$ cat src/rtl/muldiv_pkg.sv
// Shared definitions for the iterative multiply/divide unit: operation codes,
// FSM states and the iteration-counter width.
package muldiv_pkg;

    localparam int DATA_W = 32;
    localparam int ITER_W = $clog2(DATA_W) + 1;

    localparam logic [1:0] OP_MULT  = 2'b00;
    localparam logic [1:0] OP_MULTU = 2'b01;
    localparam logic [1:0] OP_DIV   = 2'b10;
    localparam logic [1:0] OP_DIVU  = 2'b11;

    typedef enum logic [1:0] {
        IDLE = 2'd0,
        CALC = 2'd1,
        DONE = 2'd2
    } state_t;

endpackage

$ cat src/rtl/muldiv_unit.sv
// Iterative MULT/MULTU/DIV/DIVU unit holding the architectural HI/LO registers.
// Shift-add multiply and restoring divide share one accumulator and counter.
module muldiv_unit
    import muldiv_pkg::*;
#(
    parameter int WIDTH = DATA_W
) (
    input  logic             clk,
    input  logic             rst_n,
    input  logic             start,
    input  logic [1:0]       op,
    input  logic [WIDTH-1:0] a,
    input  logic [WIDTH-1:0] b,
    output logic             busy,
    output logic             done,
    output logic             div_by_zero,
    output logic [WIDTH-1:0] hi,
    output logic [WIDTH-1:0] lo
);

    localparam logic [WIDTH-1:0]   ONE_W   = {{(WIDTH-1){1'b0}}, 1'b1};
    localparam logic [2*WIDTH-1:0] ONE_2W  = {{(2*WIDTH-1){1'b0}}, 1'b1};
    localparam logic [ITER_W-1:0]  LAST_IT = ITER_W'(WIDTH - 1);

    state_t            state_r;
    logic [ITER_W-1:0] cnt_r;
    logic [1:0]        op_r;
    logic              neg_res_r;
    logic              neg_rem_r;
    logic [WIDTH-1:0]  dvsr_r;
    logic [WIDTH-1:0]  acc_r;
    logic [WIDTH-1:0]  low_r;

    logic              is_div_s;
    logic              start_div_s;
    logic              start_signed_s;
    logic [WIDTH-1:0]  a_mag_s;
    logic [WIDTH-1:0]  b_mag_s;
    logic [WIDTH:0]    sum_s;
    logic [WIDTH:0]    rem_sh_s;
    logic [WIDTH:0]    diff_s;
    logic [WIDTH-1:0]  acc_nx_s;
    logic [WIDTH-1:0]  low_nx_s;
    logic [2*WIDTH-1:0] prod_s;
    logic [WIDTH-1:0]  quot_s;
    logic [WIDTH-1:0]  rem_s;
    logic [WIDTH-1:0]  hi_fin_s;
    logic [WIDTH-1:0]  lo_fin_s;

    // Unsigned magnitude; the most negative value maps to 2^(WIDTH-1) unsigned.
    function automatic logic [WIDTH-1:0] magnitude(input logic [WIDTH-1:0] x, input logic sgn);
        if (sgn && x[WIDTH-1]) begin
            magnitude = (~x) + ONE_W;
        end else begin
            magnitude = x;
        end
    endfunction

    // Decode of the incoming request and operand magnitudes.
    always_comb begin
        start_div_s    = (op == OP_DIV) || (op == OP_DIVU);
        start_signed_s = (op == OP_MULT) || (op == OP_DIV);
        a_mag_s        = magnitude(a, start_signed_s);
        b_mag_s        = magnitude(b, start_signed_s);
    end

    // One multiply or divide iteration on the shared {acc, low} pair.
    always_comb begin
        is_div_s = (op_r == OP_DIV) || (op_r == OP_DIVU);
        sum_s    = {1'b0, acc_r} + (low_r[0] ? {1'b0, dvsr_r} : {(WIDTH+1){1'b0}});
        rem_sh_s = {acc_r, low_r[WIDTH-1]};
        diff_s   = rem_sh_s - {1'b0, dvsr_r};
        if (is_div_s) begin
            // diff_s[WIDTH] is the borrow: set means the trial subtract failed
            if (diff_s[WIDTH] == 1'b0) begin
                acc_nx_s = diff_s[WIDTH-1:0];
                low_nx_s = {low_r[WIDTH-2:0], 1'b1};
            end else begin
                acc_nx_s = rem_sh_s[WIDTH-1:0];
                low_nx_s = {low_r[WIDTH-2:0], 1'b0};
            end
        end else begin
            acc_nx_s = sum_s[WIDTH:1];
            low_nx_s = {sum_s[0], low_r[WIDTH-1:1]};
        end
    end

    // Sign fix-up and HI/LO placement for the final iteration.
    always_comb begin
        prod_s = {acc_nx_s, low_nx_s};
        if ((op_r == OP_MULT) && neg_res_r) begin
            prod_s = (~prod_s) + ONE_2W;
        end else begin
            prod_s = {acc_nx_s, low_nx_s};
        end
        quot_s = neg_res_r ? ((~low_nx_s) + ONE_W) : low_nx_s;
        rem_s  = neg_rem_r ? ((~acc_nx_s) + ONE_W) : acc_nx_s;
        if (is_div_s) begin
            hi_fin_s = rem_s;
            lo_fin_s = quot_s;
        end else begin
            hi_fin_s = prod_s[2*WIDTH-1:WIDTH];
            lo_fin_s = prod_s[WIDTH-1:0];
        end
    end

    // Control FSM, iteration datapath registers and architectural outputs.
    always_ff @(posedge clk) begin
        if (!rst_n) begin
            state_r     <= IDLE;
            cnt_r       <= {ITER_W{1'b0}};
            op_r        <= OP_MULT;
            neg_res_r   <= 1'b0;
            neg_rem_r   <= 1'b0;
            dvsr_r      <= {WIDTH{1'b0}};
            acc_r       <= {WIDTH{1'b0}};
            low_r       <= {WIDTH{1'b0}};
            busy        <= 1'b0;
            done        <= 1'b0;
            div_by_zero <= 1'b0;
            hi          <= {WIDTH{1'b0}};
            lo          <= {WIDTH{1'b0}};
        end else begin
            case (state_r)
                IDLE, DONE: begin
                    if (start && start_div_s && (b == {WIDTH{1'b0}})) begin
                        // Divide by zero skips CALC entirely
                        state_r     <= DONE;
                        op_r        <= op;
                        busy        <= 1'b0;
                        done        <= 1'b1;
                        div_by_zero <= 1'b1;
                        hi          <= a;
                        lo          <= {WIDTH{1'b1}};
                    end else if (start) begin
                        state_r     <= CALC;
                        cnt_r       <= {ITER_W{1'b0}};
                        op_r        <= op;
                        neg_res_r   <= start_signed_s && (a[WIDTH-1] ^ b[WIDTH-1]);
                        neg_rem_r   <= start_signed_s && a[WIDTH-1];
                        dvsr_r      <= start_div_s ? b_mag_s : a_mag_s;
                        low_r       <= start_div_s ? a_mag_s : b_mag_s;
                        acc_r       <= {WIDTH{1'b0}};
                        busy        <= 1'b1;
                        done        <= 1'b0;
                        div_by_zero <= 1'b0;
                    end else begin
                        state_r <= IDLE;
                        busy    <= 1'b0;
                        done    <= 1'b0;
                    end
                end
                CALC: begin
                    acc_r <= acc_nx_s;
                    low_r <= low_nx_s;
                    if (cnt_r == LAST_IT) begin
                        state_r <= DONE;
                        cnt_r   <= {ITER_W{1'b0}};
                        busy    <= 1'b0;
                        done    <= 1'b1;
                        hi      <= hi_fin_s;
                        lo      <= lo_fin_s;
                    end else begin
                        cnt_r <= cnt_r + {{(ITER_W-1){1'b0}}, 1'b1};
                        busy  <= 1'b1;
                        done  <= 1'b0;
                    end
                end
                default: begin
                    state_r <= IDLE;
                    cnt_r   <= {ITER_W{1'b0}};
                    busy    <= 1'b0;
                    done    <= 1'b0;
                end
            endcase
        end
    end

endmodule

$ cat config.mk
export PLATFORM = sky130hd
export DESIGN_NAME = muldiv_unit
export DESIGN_NICKNAME = d
export VERILOG_FILES = /design/src/rtl/muldiv_pkg.sv /design/src/rtl/muldiv_unit.sv
export SDC_FILE = /design/constraint.sdc
export NUM_CORES = 1
export LEC_CHECK = 0
export CAP_MARGIN = 20
export CORE_ASPECT_RATIO = 0.7
export CORE_MARGIN = 3
export CORE_UTILIZATION = 23
export CTS_BUF_LIST = sky130_fd_sc_hd__clkbuf_2
export CTS_CLUSTER_DIAMETER = 150
export DETAILED_ROUTE_END_ITERATION = 7
export PLACE_DENSITY = 0.39
export SLEW_MARGIN = 0
export SYNTH_ARGS = -nofsm -noshare
export SYNTH_HDL_FRONTEND = slang
export SYNTH_SLANG_ARGS = --single-unit
$ cat constraint.sdc
create_clock -name clk -period 6.53 [get_ports clk]
set_input_delay 0.9795 -clock clk [delete_from_list [all_inputs] [get_ports clk]]
set_output_delay 0.9795 -clock clk [all_outputs]
set_load 0.02 [all_outputs]
Yosys cells after proc, flatten, opt, wreduce, memory -nomap -nowiden:

Cells that the tools add are included.
W data, S select, Z words.

* output and inout bits: 67
* flip-flop bits (word level): 175
* logic and storage cells: 105

* add/sub/neg operators: 8
* bitwise operators: 7
* equality and inequality tests: 11
* reductions and logical operators: 21
* muxes and demuxes: 45

Operators with widths (count)
* $mux W32: 20
* $pmux W32 S2: 4
* $add A32 B1 Y32 const B: 4
* $not A32 Y32: 4
* $add A64 B1 Y64 const B: 1
* $mux W64: 1
* $not A64 Y64: 1
* $add A32 B32 Y33: 1
* $sub A33 B32 Y33: 1
* $logic_not A32 Y1: 1
* $mux W6: 3
* $pmux W6 S2: 1
* $eq A2 B2 Y1 const B: 5
* $mux W1: 9
* $reduce_and A3 Y1: 3
* $mux W2: 4
* $ne A2 B2 Y1 const B: 4
* $add A6 B1 Y6 const B: 1
* $eq A6 B5 Y1 const B: 1
* $logic_and A1 B1 Y1: 6
* $logic_not A2 Y1: 3
* $pmux W1 S2: 2
* $pmux W2 S2: 1
* $reduce_and A2 Y1: 2
* 6 further kinds: 9

Logic depth before layout (Yosys ltp):

Gate-level depths: netlist of run 1.

* depth in word-level cells: 9
* depth in mapped cells: 25

Worst setup path before layout of run 1:

Ideal clock, no wire load.

* path type: reg-to-reg
* from: register low_r[31]
* to: register hi[30]
* path slack: 1.305 ns
* data arrival time: 5.155 ns
* library setup time: 0.070 ns
* required time: 6.460 ns
* period minus slack after synthesis: 5.225 ns
* stages on the path, launching flop included: 26
* cells stage by stage: dfxtp_1 > inv_1 > ha_1 > inv_1 > fa_1 > a211oi_1 > o211ai_1 > a21boi_1 > a21o_1 > a211o_1 > nor2_1 > a21oi_1 > ha_1 > nand2_1 > or4_1 > or2_1 > clkbuf_1 > o31ai_1 > and2_1 > nand2_1 > nor3_1 > nand3_1 > o41ai_1 > xnor2_1 > mux2i_1 > o21ai_1

* cells in the longest elaborated chain, start to end: 9
* elaborated cells between the ends (all ways): 14
* those cells by class: 3 x add/sub; 9 x mux; 2 x bitwise

RTL lines
* start: declaration: RTL line muldiv_unit.sv:32 `logic [WIDTH-1:0] low_r;`
* start signal: assignment: RTL line muldiv_unit.sv:117 `low_r <= {WIDTH{1'b0}};`
* start signal: assignment: RTL line muldiv_unit.sv:142 `low_r <= start_div_s ? a_mag_s : b_mag_s;`
* start signal: assignment: RTL line muldiv_unit.sv:155 `low_r <= low_nx_s;`
* $sub A33 B32 Y33: RTL line muldiv_unit.sv:72 `diff_s = rem_sh_s - {1'b0, dvsr_r};`
* $mux W1 / $mux W32 (equally long branches): RTL line muldiv_unit.sv:75 `if (diff_s[WIDTH] == 1'b0) begin`
* $mux W32: RTL line muldiv_unit.sv:73 `if (is_div_s) begin`
* $not A64 Y64 / $not A32 Y32 (equally long branches): RTL line muldiv_unit.sv:92, muldiv_unit.sv:97
* $add A64 B1 Y64 / $add A32 B1 Y32 (equally long branches): RTL line muldiv_unit.sv:92, muldiv_unit.sv:97
* $mux W64 / $mux W32 (equally long branches): RTL line muldiv_unit.sv:91, muldiv_unit.sv:97
* $mux W32 (*): RTL line muldiv_unit.sv:98 `if (is_div_s) begin`
* $mux W32 (*): RTL line muldiv_unit.sv:156 `if (cnt_r == LAST_IT) begin`
* $pmux W32 S2 (*): RTL line muldiv_unit.sv:124 `case (state_r)`
* end signal: assignment: RTL line muldiv_unit.sv:121 `hi <= {WIDTH{1'b0}};`
* end signal: assignment: RTL line muldiv_unit.sv:161 `hi <= hi_fin_s;`
* end: declaration: RTL line muldiv_unit.sv:17 `output logic [WIDTH-1:0] hi,`

Every way passes the cells marked *; elsewhere a longest branch is shown, timed or not. The select of a mux whose other input is x is not followed.
A chain may end at the register's enable or synchronous reset.

Worst setup path in the final report of run 1:

* from: register dvsr_r[20]
* to: register hi[30]

* cells in the longest elaborated chain, start to end: 9
* elaborated cells between the ends (all ways): 16
* those cells by class: 4 x add/sub; 10 x mux; 2 x bitwise

RTL lines
* start: declaration: RTL line muldiv_unit.sv:30 `logic [WIDTH-1:0] dvsr_r;`
* start signal: assignment: RTL line muldiv_unit.sv:115 `dvsr_r <= {WIDTH{1'b0}};`
* start signal: assignment: RTL line muldiv_unit.sv:141 `dvsr_r <= start_div_s ? b_mag_s : a_mag_s;`
* $sub A33 B32 Y33 / $mux W32 (equally long branches): RTL line muldiv_unit.sv:72, muldiv_unit.sv:70
* $mux W1, or another cell as far along: RTL line muldiv_unit.sv:75
* $mux W32: RTL line muldiv_unit.sv:73
* $not A64 Y64 / $not A32 Y32 (equally long branches): RTL line muldiv_unit.sv:92, muldiv_unit.sv:97
* $add A64 B1 Y64 / $add A32 B1 Y32 (equally long branches): RTL line muldiv_unit.sv:92, muldiv_unit.sv:97
* $mux W64 / $mux W32 (equally long branches): RTL line muldiv_unit.sv:91, muldiv_unit.sv:97
* $mux W32 (*): RTL line muldiv_unit.sv:98
* $mux W32 (*): RTL line muldiv_unit.sv:156
* $pmux W32 S2 (*): RTL line muldiv_unit.sv:124

Marked as above.

==> flow_metrics.py, run 1 <==
metrics = {
    "timing": {
        "rsz0062_at_grt": "false",
        "finalCriticalPeriod_ps": 6114,
        "fmax_mhz": 163.6,
        "hold_ws_ps": 496.1,
        "setup-tns-final_ps": 0,
        "final-max-slew-violation-count": 0,
        "relSlewSlack_pct": 26.54,
        "worstMarginPinSlew_ps": 1093,
        "hold_viol_final": 0,
        "finClkSkew_ps": 68.02,
        "finalCritPeriodShare_pct": 93.62,
        "setup_viol_count_final": 0,
    },
    "pwr": {
        "leakagePower_nw": 6.962,
        "swShare_pct": 45.09,
        "power_per_cell_area_nw_per_um2": 159.7,
        "p_int_mw": 1.636,
        "power_mw": 2.980,
        "p_seq_share_pct": 39.7,
        "p_comb_share_pct": 42.1,
        "power.share.clock_pct": 18.3,
        "ir_drop_v": 0.00009492,
        "switching_power_mw": 1.344,
    },
    "route": {
        "drc": 0,
        "via_per_inst": 5.433,
        "wirelength_mm": 75.56,
        "wl_per_cell_um": 23.16,
        "vias": 17720,
        "drt_iter0_drc": 1849,
        "dr.pass1.iters": 5,
        "ant_nets": 0,
    },
    "critical_path": {
        "cp.arrival_ps": 6980,
        "r2r_cells": 23,
        "critPathLaunchType": "flip-flop",
        "critPathSlowestCell": "or4_1",
        "cp_top_family": "simple AND/OR/NAND/NOR gates",
        "r2r_slack_ps": 420,
        "worstReg2RegStart": "dvsr_r[20]",
        "crit_buf_inv": 2,
        "cp_cell_sequence": "inv_1 -> ha_1 -> nand4_1 -> nor4_4 -> nand3_1 -> a21oi_2 -> a211o_1 -> nor2_1 -> a21oi_1 -> ha_1 -> nand2_1 -> or4_1 -> or2_1 -> o31ai_1 -> buf_4 -> and2_1 -> nand2_1 -> nor3_2 -> nand3_1 -> o41ai_2 -> xnor2_1 -> mux2i_1 -> o21ai_1",
        "path_class": "flip-flop to flip-flop",
        "end_kind": "flip-flop",
        "critPathRequiredTime_ps": 7400,
        "r2r_end": "hi[30]",
        "crit_fanout": 7,
        "critPathMaxStageDelay_ps": 610,
    },
    "cts": {
        "cts_htree_levels": 4,
        "clk_pin_slew_ps": 320,
        "cts_setup_buffers": 0,
        "cts_tree": "done",
        "cts_buffers": 17,
        "cts_buffer_depth": 2,
        "cts-root-buf": "clkbuf_2",
        "cts.sinks": 175,
        "clk_latency_ps": 930,
    },
    "global_route": {
        "use_met3_pct": 3.199,
        "grt_busiest_layer": "met1",
        "grt_pass1_wl_mm": 109.1,
        "gr-usage-met1_pct": 33.50,
        "grt_max_degree": 89,
        "grt_pass1_vias": 15950,
        "track_usage_pct": 19.92,
        "use_met2_pct": 26.10,
        "grt_antenna_before_repair": 2,
        "grt-ovfl-total": 0,
    },
    "synth": {
        "synth_seq_cells": 175,
        "syn_avg_cell_area_um2": 7.007,
        "ys.flop_type": "dfxtp_1",
        "synth_edf_count": 0,
        "synth.most_common_cell": "a21oi_1",
        "yosysWarnings": 0,
        "synthArstFlopShare_pct": 0,
        "yosys.area.top_type": "dfxtp_1",
        "synth_top_area_share_pct": 21.73,
        "synth_area_leaders": "dfxtp_1 (22%), a21oi_1 (8.1%), nand2_1 (5.7%)",
        "synthTopCellsByCount": "a21oi_1 (260), nand2_1 (243), nor2_1 (228)",
        "synth_cells": 2301,
        "yosysSeqAreaShare_pct": 21.73,
        "synth_nets": 2441,
        "netlist_area_um2": 16120,
        "synth_cell_types": 84,
    },
    "place": {
        "numPortBuffers": 135,
        "dp.cells": 3228,
        "gp_congestion": 0.9350,
        "placedInstanceArea_um2": 18410,
        "hpwl_mm": 59.38,
    },
    "finish": {
        "fin_nets": 2489,
        "instances_no_fill": 3262,
        "syn_to_final_growth_pct": 15.71,
        "layout-drive-gt1-share_pct": 5.852,
        "fill_cells": 7598,
        "final_cell_area_um2": 18660,
    },
    "die": {
        "design.core.area_um2": 68770,
        "io_pins": 136,
        "std_cell_rows": 80,
        "fp.dieW_um": 322.5,
        "die_h_um": 227.5,
        "dieArea_um2": 73370,
        "start_util_pct": 23.45,
    },
    "min_path": {
        "min_from": "dvsr_r[11]",
        "hold_path_end": "dvsr_r[11]",
        "min_path_cells": 2,
        "hp-class": "flip-flop to flip-flop",
    },
    "outcome": {
        "status": "completed",
    },
    "job": {
        "drv_cap": 0,
    },
}
[layout make-up]
cell class | instances | area [um2] | area share [%]
sequential | 175 | 3507 | 18.80
inverter | 73 | 274.0 | 1.469
clock buffer | 21 | 105.1 | 0.5633
clock inverter | 7 | 42.54 | 0.2280
timing repair buffer | 190 | 1774 | 9.509
antenna | 2 | 5.005 | 0.02682
multi-input combinational | 1892 | 11820 | 63.36
tap | 902 | 1129 | 6.049
[through the flow]
step                worst slack [ps]  util [%]
detailed placement             407.7     26.77
floorplan                       1305         -
finish                         416.5     27.13
global route                   33.07     27.13
CTS                            347.1     26.99
global placement               591.7     26.77
[cells in the final DEF (no fill, tap or decap), types with 10 or more instances in the layout]
cell type,instances
a21oi_1,259
nand2_1,242
nor2_1,226
dfxtp_1,174
o21ai_0,171
clkdlybuf4s50_1,133
xnor2_1,98
nand3_1,76
inv_1,73
xor2_1,71
and2_1,70
ha_1,69
o211ai_1,56
mux2i_1,55
buf_4,55
nor3_1,52
a31oi_1,37
a21boi_0,31
a211oi_1,26
o22ai_1,25
nor2b_1,23
a21o_1,22
clkbuf_2,21
or3_1,18
nand4_1,16
nor4_1,16
o31ai_1,16
a221oi_1,15
mux2_2,14
o21a_1,13
nor3b_1,13
and3_1,12
nand2b_1,11
o21bai_1,10
[cell families after synthesis]
family / Yosys count / share of synthesized area [%]
simple gates: 819 / 24.22
compound gates: 764 / 29.29
buf+inv: 234 / 5.587
flops: 175 / 21.73
xor+xnor: 169 / 9.180
fa+ha+maj: 71 / 5.603
mux: 69 / 4.392
[routing by layer]
metal / part of all wire (%) / vias to the layer above
met5: 0 / -
met4: 0.51 / 0
met3: 6.9 / 25
met2: 38 / 657
met1: 55 / 8699
li1: - / 8341
[worst min-delay path, stage by stage (launching register included)]
cell	delay [ps]
dfxtp_1	390
nand2_1	50
a21boi_0	60
[state kept, by name, summed over array words and instances (netlist names)]
name	cells
op_r	2
acc_r	32
lo	32
low_r	32
dvsr_r	32
cnt_r	6
neg_rem_r	1
done	1
div_by_zero	1
state_r	2
hi	32
busy	1
neg_res_r	1
[how the worst max path moves through the flow]
stage          depth (start not counted)  slack (ps)      to       start
2_1_floorplan                         25        1300  hi[30]   low_r[31]
3_3_place_gp                          25         590  hi[30]   low_r[31]
3_5_place_dp                          25         410  hi[30]   low_r[31]
4_1_cts                               23         350  hi[30]  dvsr_r[29]
6_report                              23         420  hi[30]  dvsr_r[20]
5_1_grt                               23          30  hi[30]  dvsr_r[20]
[power groups by stage]
stage / Clock [mW] / Sequential [mW] / Combinational, mW
after floorplan: 0 / 1.16 / 0.815
after global placement: 0 / 1.20 / 1.22
after detailed placement: 0 / 1.20 / 1.21
after CTS: 0.567 / 1.18 / 1.22
after global routing: 0.606 / 1.19 / 1.35
final: 0.545 / 1.18 / 1.25
[what timing repair did]
item	in CTS	in global routing
resized for setup	0	9
endpoints found under the setup margin	0	3
hold buffers	0	0
(Power assumes the default switching activity.)
==> run 2: changes to the inputs <==
- SLEW_MARGIN: 0 -> not set
==> results of run 2 <==
Same layout as run 1: the final DEF is identical, and so are final timing and power.
==> run 3: changes to the inputs <==
- CAP_MARGIN: 20 -> 15
- RECOVER_POWER: not set -> 50
- SLEW_MARGIN: not set -> 20
==> run 3 against run 2 <==
  * The run now ends with max-capacitance violations, max-slew violations left
  * Total power hardly changed
  * Worst hold slack got worse by 0.65 ps
  * Sequential share of layout area barely moved
  * Setup slack got worse by 64 ps
  * Critical path type unchanged
==> flow_metrics.py, run 3 (same netlist as run 1, synthesis figures left out) <==
metrics = {
    "cts": {
        "cts_htree_levels": 4,
        "clk_pin_slew_ps": 310,
        "cts_buffer_depth": 2,
        "ctsHoldBuffers": 0,
        "cts.sinks": 175,
        "cts_resized": 0,
        "clk_latency_ps": 920,
        "cts_setup_buffers": 0,
        "cts_buffers": 17,
        "cts-root-buf": "clkbuf_2",
        "cts_tree": "done",
    },
    "critical_path": {
        "worstReg2RegStart": "op_r[1]",
        "cp_top_family": "simple AND/OR/NAND/NOR gates",
        "crit_path_start": "op_r[1]",
        "critPathSlowestCell": "dfxtp_1",
        "r2r_end": "hi[31]",
        "crit_fanout": 53,
        "path_class": "flip-flop to flip-flop",
        "r2r_slack_ps": 350,
        "cp.depth": 14,
        "critPathRequiredTime_ps": 7390,
        "r2r_cells": 14,
        "worstSetupEndpoint": "hi[31]",
        "end_kind": "flip-flop",
        "crit_buf_inv": 2,
        "cp.arrival_ps": 7040,
        "critPathMaxStageDelay_ps": 1930,
        "critPathLaunchType": "flip-flop",
        "cp_cell_sequence": "buf_4 -> nor3b_1 -> o211ai_1 -> or3_1 -> or3_1 -> nor2_1 -> nor2_1 -> nor4b_1 -> nand3b_1 -> o41ai_1 -> buf_4 -> xnor2_1 -> mux2i_1 -> o21ai_1",
    },
    "pwr": {
        "p_comb_share_pct": 42.0,
        "power.share.clock_pct": 18.3,
        "swShare_pct": 45.08,
        "power_per_cell_area_nw_per_um2": 160.0,
        "leakagePower_nw": 7.149,
        "p_seq_share_pct": 39.7,
        "ir_drop_v": 0.00009870,
        "switching_power_mw": 1.342,
        "p_int_mw": 1.635,
    },
    "die": {
        "std_cell_rows": 80,
        "fp.dieW_um": 322.5,
        "dieArea_um2": 73370,
        "design.core.area_um2": 68770,
        "start_util_pct": 23.45,
        "die_h_um": 227.5,
        "io_pins": 136,
    },
    "global_route": {
        "grt_pass1_vias": 15950,
        "grt_antenna_before_repair": 2,
        "grt-ovfl-total": 0,
        "grt_max_degree": 89,
        "track_usage_pct": 19.92,
        "grt_pass1_wl_mm": 109.1,
    },
    "place": {
        "numPortBuffers": 135,
        "place_ws_ps": 407.7,
        "hpwl_mm": 59.38,
        "gp_congestion": 0.9350,
        "placedInstanceArea_um2": 18410,
    },
    "min_path": {
        "hp-class": "flip-flop to flip-flop",
    },
    "timing": {
        "relSlewSlack_pct": -93.89,
        "final-max-slew-violation-count": 192,
        "finalCritPeriodShare_pct": 94.61,
        "fmax_mhz": 161.9,
        "finalCriticalPeriod_ps": 6178,
        "hold_ws_ps": 495.4,
        "setup-tns-final_ps": 0,
        "worstMarginPinSlew_ps": 2908,
        "rsz0062_at_grt": "false",
        "finClkSkew_ps": 66.59,
        "hold_viol_final": 0,
        "setup_viol_count_final": 0,
        "fin_ws_ps": 352.1,
    },
    "finish": {
        "final_cell_area_um2": 18610,
        "fin_util_pct": 27.06,
        "seq_area_um2": 3503,
        "fill_cells": 7602,
        "mostFrequentLayoutCell": "a21oi_1",
        "syn_to_final_growth_pct": 15.40,
        "multi_input_area_um2": 11840,
        "final_cell_mix": "a21oi_1 (259), nand2_1 (242), nor2_1 (225)",
        "layout-drive-gt1-share_pct": 5.650,
        "fin_nets": 2485,
    },
    "route": {
        "wirelength_mm": 75.48,
        "wl_per_cell_um": 23.17,
        "ant_nets": 0,
        "drc": 0,
        "via_per_inst": 5.436,
        "dr.pass1.iters": 5,
        "vias": 17710,
        "drt_iter0_drc": 1767,
    },
    "job": {
        "drv_cap": 4,
    },
    "outcome": {
        "violations": "max-capacitance violations, max-slew violations",
        "status": "finished with violations",
    },
}
[run 3: worst reg2reg max path: cells and delay by family (launching register included)]
family                 cells  cell delay, ps
multiplexers               1             110
AO/OA/AOI/OAI              3             730
XOR/XNOR                   1             130
AND/OR/NAND/NOR            7            2490
buffers and inverters      2             770
flip-flops                 1            1930
[run 3: area by class of cell]
cell class                      instances  share of cell area (%)
Inverter                               73                   1.473
Timing Repair Buffer                  186                   9.212
Clock buffer                           21                  0.5648
Multi-Input combinational cell       1892                   63.60
Clock inverter                          7                  0.2286
Sequential cell                       175                   18.83
Antenna cell                            2                 0.02690
Tap cell                              902                   6.065
[run 3: worst min path at each step]
stage	endpoint	startpoint	slack [ps]	cells past startpoint
floorplan	cnt_r[4]	cnt_r[4]	440	1
global placement	cnt_r[4]	cnt_r[4]	460	1
detailed placement	dvsr_r[24]	dvsr_r[24]	470	2
CTS	dvsr_r[11]	dvsr_r[11]	500	2
global route	dvsr_r[20]	dvsr_r[20]	530	2
finish	dvsr_r[11]	dvsr_r[11]	500	2
[run 3: power groups by stage]
stage | Sequential, mW | Combinational, mW | Clock [mW]
final | 1.18 | 1.25 | 0.544
after CTS | 1.18 | 1.22 | 0.567
after global placement | 1.20 | 1.22 | 0
after global routing | 1.19 | 1.34 | 0.606
after detailed placement | 1.20 | 1.21 | 0
after floorplan | 1.16 | 0.815 | 0
[run 3: routing by layer]
metal	GRT usage [%]	share of wire [%]	vias to the layer above
met5	0	0	-
met4	2.022	0.56	0
met1	33.50	55	8702
met2	26.10	37	640
li1	-	-	8340
met3	3.199	7.1	29
[run 3: stage by stage]
step	power, mW	instances
after detailed placement	2.408	3228
final	2.977	3258
after CTS	2.963	3256
after global routing	3.139	3257
after global placement	2.416	3228
after floorplan	1.970	2301
